$ cat src/rtl/req_priority_arbiter.sv
// Purpose : 4-way request arbiter with one-hot grant, grant hold, bounded hold with forced
//           preemption, optional round-robin order and a one-cycle dead handoff between owners.
// Latency : 1 cycle from req sampled at an edge to gnt; every owner change passes through one zero cycle.
// Backpressure: none; a requester holds its req bit until granted, and drops it to release the grant.
//
// Ports:
//   clk       rising-edge clock
//   rst_n     asynchronous active-low reset
//   req[3:0]  request vector, bit i belongs to requester i
//   mode      0 = fixed priority (req[3] highest), 1 = round-robin after the last winner
//   gnt[3:0]  registered one-hot grant
//   gnt_id    index of the granted requester, 0 when nothing is granted
//   gnt_valid high whenever a grant bit is set
//   preempt   high during the handoff cycle that follows a forced release
module req_priority_arbiter #(
  parameter int NUM_REQ  = 4,
  parameter int MAX_HOLD = 8
) (
  input  logic               clk,
  input  logic               rst_n,
  input  logic [NUM_REQ-1:0] req,
  input  logic               mode,
  output logic [NUM_REQ-1:0] gnt,
  output logic [1:0]         gnt_id,
  output logic               gnt_valid,
  output logic               preempt
);

  localparam logic [7:0] MAX_HOLD_C = 8'(MAX_HOLD);

  typedef enum logic [1:0] {
    IDLE    = 2'd0,
    GRANT   = 2'd1,
    HANDOFF = 2'd2
  } state_t;

  state_t             state, state_n;
  logic [NUM_REQ-1:0] gnt_n;
  logic [1:0]         gnt_id_n;
  logic               gnt_valid_n;
  logic               preempt_n;
  logic [7:0]         hold_cnt, hold_cnt_n;
  logic [1:0]         last_id, last_id_n;
  logic [NUM_REQ-1:0] mask, mask_n;

  logic [NUM_REQ-1:0] cand;
  logic               win_vld;
  logic [1:0]         win_id;
  logic [1:0]         rr_idx;

  function automatic logic [NUM_REQ-1:0] onehot(input logic [1:0] id);
    return NUM_REQ'(1) << id;
  endfunction

  // Winner selection. Both loops run from lowest to highest priority so the
  // last hit overwrites earlier ones and the highest-priority set bit wins.
  always_comb begin
    cand    = req & ~mask;
    win_vld = |cand;
    win_id  = 2'd0;
    rr_idx  = 2'd0;
    if (!mode) begin
      for (int i = 0; i < NUM_REQ; i++) begin
        if (cand[i]) win_id = 2'(i);
      end
    end else begin
      // Search order last_id-1, -2, -3, -4 (== last_id) modulo 4; k=1 is checked last.
      for (int k = NUM_REQ; k >= 1; k--) begin
        rr_idx = last_id - 2'(k);
        if (cand[rr_idx]) win_id = rr_idx;
      end
    end
  end

  always_comb begin
    state_n     = state;
    gnt_n       = gnt;
    gnt_id_n    = gnt_id;
    gnt_valid_n = gnt_valid;
    preempt_n   = preempt;
    hold_cnt_n  = hold_cnt;
    last_id_n   = last_id;
    mask_n      = mask;
    unique case (state)
      // IDLE and HANDOFF arbitrate identically; mask is already zero in IDLE,
      // and both the mask and the preempt pulse last exactly one arbitration.
      IDLE, HANDOFF: begin
        state_n     = IDLE;
        gnt_n       = '0;
        gnt_id_n    = 2'd0;
        gnt_valid_n = 1'b0;
        preempt_n   = 1'b0;
        mask_n      = '0;
        hold_cnt_n  = 8'd0;
        if (win_vld) begin
          state_n     = GRANT;
          gnt_n       = onehot(win_id);
          gnt_id_n    = win_id;
          gnt_valid_n = 1'b1;
          hold_cnt_n  = 8'd1;
          last_id_n   = win_id;
        end
      end
      GRANT: begin
        if (!req[gnt_id]) begin
          // Voluntary release wins even when the hold limit is hit the same cycle.
          state_n     = HANDOFF;
          gnt_n       = '0;
          gnt_id_n    = 2'd0;
          gnt_valid_n = 1'b0;
          preempt_n   = 1'b0;
          mask_n      = '0;
        end else if (hold_cnt == MAX_HOLD_C && (req & ~onehot(gnt_id)) != '0) begin
          state_n     = HANDOFF;
          gnt_n       = '0;
          gnt_id_n    = 2'd0;
          gnt_valid_n = 1'b0;
          preempt_n   = 1'b1;
          mask_n      = onehot(gnt_id);
        end else if (hold_cnt != MAX_HOLD_C) begin
          hold_cnt_n = hold_cnt + 8'd1;
        end
      end
      default: begin
        state_n     = IDLE;
        gnt_n       = '0;
        gnt_id_n    = 2'd0;
        gnt_valid_n = 1'b0;
        preempt_n   = 1'b0;
        mask_n      = '0;
        hold_cnt_n  = 8'd0;
      end
    endcase
  end

  always_ff @(posedge clk or negedge rst_n) begin
    if (!rst_n) begin
      state     <= IDLE;
      gnt       <= '0;
      gnt_id    <= 2'd0;
      gnt_valid <= 1'b0;
      preempt   <= 1'b0;
      hold_cnt  <= 8'd0;
      last_id   <= 2'd0;
      mask      <= '0;
    end else begin
      state     <= state_n;
      gnt       <= gnt_n;
      gnt_id    <= gnt_id_n;
      gnt_valid <= gnt_valid_n;
      preempt   <= preempt_n;
      hold_cnt  <= hold_cnt_n;
      last_id   <= last_id_n;
      mask      <= mask_n;
    end
  end

endmodule

$ cat config.mk
export PLATFORM = sky130hd
export DESIGN_NAME = req_priority_arbiter
export DESIGN_NICKNAME = d
export VERILOG_FILES = /design/src/rtl/req_priority_arbiter.sv
export SDC_FILE = /design/constraint.sdc
export NUM_CORES = 1
export LEC_CHECK = 0
export ABC_AREA = 1
export BUFFER_PORTS_ARGS = -buffer_cell sky130_fd_sc_hd__buf_2
export CAP_MARGIN = 20
export CORE_MARGIN = 4
export CORE_UTILIZATION = 52
export CTS_CLUSTER_DIAMETER = 30
export DETAILED_ROUTE_END_ITERATION = 12
export MAX_ROUTING_LAYER = met4
export PLACE_DENSITY = 0.72
export SLEW_MARGIN = 20
export SYNTH_ARGS = -nofsm -noshare
export SYNTH_HDL_FRONTEND = slang
export SYNTH_SLANG_ARGS = --single-unit
$ cat constraint.sdc
create_clock -name clk -period 1.51 [get_ports clk]
set_input_delay 0.302 -clock clk [delete_from_list [all_inputs] [get_ports clk]]
set_output_delay 0.302 -clock clk [all_outputs]
set_load 0.005 [all_outputs]
==> metrics.md <==
| Metric | Value |
|---|---|
| WL/cell | 15.7 um |
| Initial Utilization | 55.7% |
| Switching share of total power | 45.4% |
| Yosys reg bits | 24 |
| Layout cells sized above 1 | 45.8% |
| H-tree depth | 1 |
| Pin count of the biggest net entering global routing | 25 |
| Storage cell area | roughly 600 um2 |
| Commonest cells in the synthesized netlist | nand2_1, inv_1, nor2_1, dfrtp_1, o21ai_0 |
| Final max-slew violation count | 0 |
| Worst r2r src | gnt_id[1]$_DFFE_PN0P_ |
| MaxCap Viol Count | 0 |
| Clock root cell | clkbuf_4 |
| Post-layout total power | 3840 uW |
| First-pass GRT wire length | 5.63 mm |
| Ys flop type | dfrtp_1 |
| Most area-consuming cells after synthesis | dfrtp_1, nand2_1, inv_1 |
| Std cell rows | 18 |
| CP Max Fanout | 7 |
| Setup Skew | between 0.015 and 0.02 ns |
| Total CTS buffers | 3 |
| Worst Reg-to-Reg Cells | 7 |
| Hold Path Sink | gnt[1]$_DFFE_PN0P_ |
| Hold path depth | 4 |
| Post-synth EDFFs | 0 |
| Power share of the combinational group | about three fifths |
| Post-layout nets | 246 |
| Synth top area share | 42.4% |
| Drt drc | 0 |
| Syn nets | 197 |
| Ys async rst share | 100% |
| Power Density | between 1500 and 2000 nW/um2 |
| Slowest CP cell | dfrtp_2 |
| FF-to-FF setup slack | -0.13 ns |
| Avg Cell Area, Syn | 7.54 um2 |
| Ys Warns | 0 |
| Area added between synthesis and finish | 40.2% |
| Startpoint Class | flop |
| P_int | 2100 uW |
| Mapped Cells | about 190 |
| Initial antenna violation count | 0 |
| 1st-iter DRT viols | 82 |
| DPL Wire Length | 2.55 mm |
| Multi-input logic area | 846 um2 |
| Status | complete, but fails checks |
| Final Hold Fails | 0 |
| Clock transition at path regs | 0.15 ns |
| Tightest Hold Check Type | input port to flop |
| Max transition margin | 63.4% |
| Fillcell total | approximately 170 |
| Leakage power | 0.000971 uW |
| Critical path class | flop to flop |
| Fin crit share | 109% |
| Die X-Extent | about 60 um |
| Via density | ~5.5 |
| Hold Path Origin | mode |
| Dpl cells | between 200 and 250 |
| Synthesized area | 1420 um2 |
| Final setup fails | 19 |
| Worst setup EP type | flop |
| Failing checks | setup timing |
| Max Root-Sink Buffers | 2 |
| Die ar. | about 3600 um2 |
| Crit path required time | 1.74 ns |
| Tot GR Track Use | 21.5% |
| Skew-Pair Late Insertion Delay | between 0.3 and 0.4 ns |
| Antenna violation net count after detailed routing | 0 |
| Io pins | 15 |
| Fmax | about 610 MHz |
| Grt ovf | 0 |
| Slew at the pin with the worst max-slew slack | ~0.55 ns |
| Final Non-Filler Cells | 266 |
| CP peak stage delay | 0.51 ns |
| Sequential share of the synthesized area | between 40% and 50% |
| Die Y | 60.2 um |
| Unrepaired setup endpoints after global routing | true |
| Total wire length | 4.17 mm |
| Peak supply drop | 1.35 mV |
| First-pass DRT Iterations | 4 |
| Vias in the first global route | 1295 |
| Count of cell types in the netlist | 29 |
| Clock network power share | 12.6% |
| Dominant cell by count in the synthesized netlist | nand2_1 |
| R2r endpoint | mask[2]$_DFFE_PN0P_ |
| PortBufs | 14 |
| Hold Worst Slack | between 0.3 and 0.4 ns |
| Setup ws final | -0.133 ns |
| Synth area leader | dfrtp_1 |
| Via Count | 1470 |
| Data arrival time of the critical path | 1.87 ns |
| Cells along the critical path | inv_2 > nor2_4 > a21oi_4 > a21oi_2 > nand2_4 > buf_4 > o32ai_2 |
| Clock tree from TritonCTS | yes |
| P_sw | 1740 uW |
| Core area | 2540 um2 |
| Tmin final | 1.64 ns |
| Reg power frac | 26.4% |
| ANT cells | 0 |
| Clock Sinks | 24 |
| GP Congestion | a little under 0.9 |
-- per-stage QoR --
step | util, % | instance area (um2) | worst slack (ns) | setup TNS (ns)
6_report | 78.1 | 1990 | -0.133 | -1.01
5_1_grt | 78.1 | 1990 | -0.184 | -2.50
4_1_cts | 68.9 | 1750 | -0.0164 | -0.0179
3_5_place_dp | 64.4 | 1640 | -0.104 | -0.573
3_3_place_gp | 64.4 | 1640 | -0.0839 | -0.239
2_1_floorplan | - | 1420 | 0.0971 | 0
-- area by class of cell --
class,instances,area share [%]
multi-input combinational,131,42.6
sequential,24,30.4
timing repair buffer,44,15.7
inverter,33,6.74
tap,30,1.89
clock inverter,1,1.51
clock buffer,3,1.13
-- flip-flops by register name, summed over array words and instances, names as in the netlist --
| name | flops |
|---|---|
| gnt | 4 |
| gnt_id | 2 |
| gnt_valid | 1 |
| hold_cnt | 8 |
| last_id | 2 |
| mask | 4 |
| preempt | 1 |
| state | 2 |
-- routing by layer --
layer  vias to the layer above  track usage [%]  wire, um
li1                        700                -         -
met1                       723             25.6      1680
met2                        38             37.0      2260
met3                         9             2.16       134
met4                         0             8.54        90
met5                         -                -         0
-- worst max-delay path by stage --
| stage | from | to | slack, ns | cells after the start |
|---|---|---|---|---|
| after floorplan | hold_cnt[0]$_DFFE_PN0P_ | mask[0]$_DFFE_PN0P_ | 0.1 | 9 |
| after global placement | gnt_id[0]$_DFFE_PN0P_ | hold_cnt[0]$_DFFE_PN0P_ | -0.08 | 8 |
| after detailed placement | gnt_id[0]$_DFFE_PN0P_ | hold_cnt[0]$_DFFE_PN0P_ | -0.10 | 8 |
| after CTS | last_id[0]$_DFFE_PN0P_ | gnt[2]$_DFFE_PN0P_ | -0.02 | 14 |
| after global routing | gnt_id[0]$_DFFE_PN0P_ | mask[2]$_DFFE_PN0P_ | -0.18 | 7 |
| final | gnt_id[1]$_DFFE_PN0P_ | mask[2]$_DFFE_PN0P_ | -0.13 | 7 |
-- power by group through the flow --
stage	clock (uW)	sequential, uW	combinational, uW
5_1_grt	510	1040	2520
3_3_place_gp	0	956	1520
2_1_floorplan	0	958	987
4_1_cts	474	962	1670
3_5_place_dp	0	966	1570
6_report	483	1010	2340
-- timing repair --
item,CTS,global route
endpoints found under the setup margin,17,24
pin swaps,4,16
buffers inserted,3,13
endpoints found under the hold margin,24,0
hold buffers,1,0
resized for setup,12,52
cloned,0,0
-- cells by family after synthesis --
group           after synthesis  share of synthesized area [%]
buf+inv                      33                           8.74
compound gates               31                           13.6
flops                        24                           42.4
fa+ha+maj                     2                           1.76
xor+xnor                      2                           1.24
simple gates                 96                           32.3
-- critical path: cells and delay by family, from the launching register on --
| kind | cells | cell delay (ns) |
|---|---|---|
| AND/OR/NAND/NOR | 2 | 0.29 |
| AO/OA/AOI/OAI | 3 | 0.49 |
| flip-flops | 1 | 0.51 |
| buffers and inverters | 2 | 0.25 |
-- cells in the final DEF (no fill, tap or decap), types with 2 or more instances in the layout --
cell      instances
o21ai_0           2
inv_1            22
nand4_1           2
nand3_1           5
buf_2            14
inv_2             8
buf_4            25
a21oi_1           4
dfrtp_1          21
nor2_1           18
o22ai_1           3
inv_4             2
nand2_1          31
clkbuf_4          3
nand3_2           5
dfrtp_2           3
o21ai_1           7
nand2_4           4
a21oi_2           3
nor2_4            5
nor2_2            3
nand3b_1          2
nor3_2            2
nand2_2          15
buf_6             4
o21ai_2           3
(Power assumes the default switching activity.)
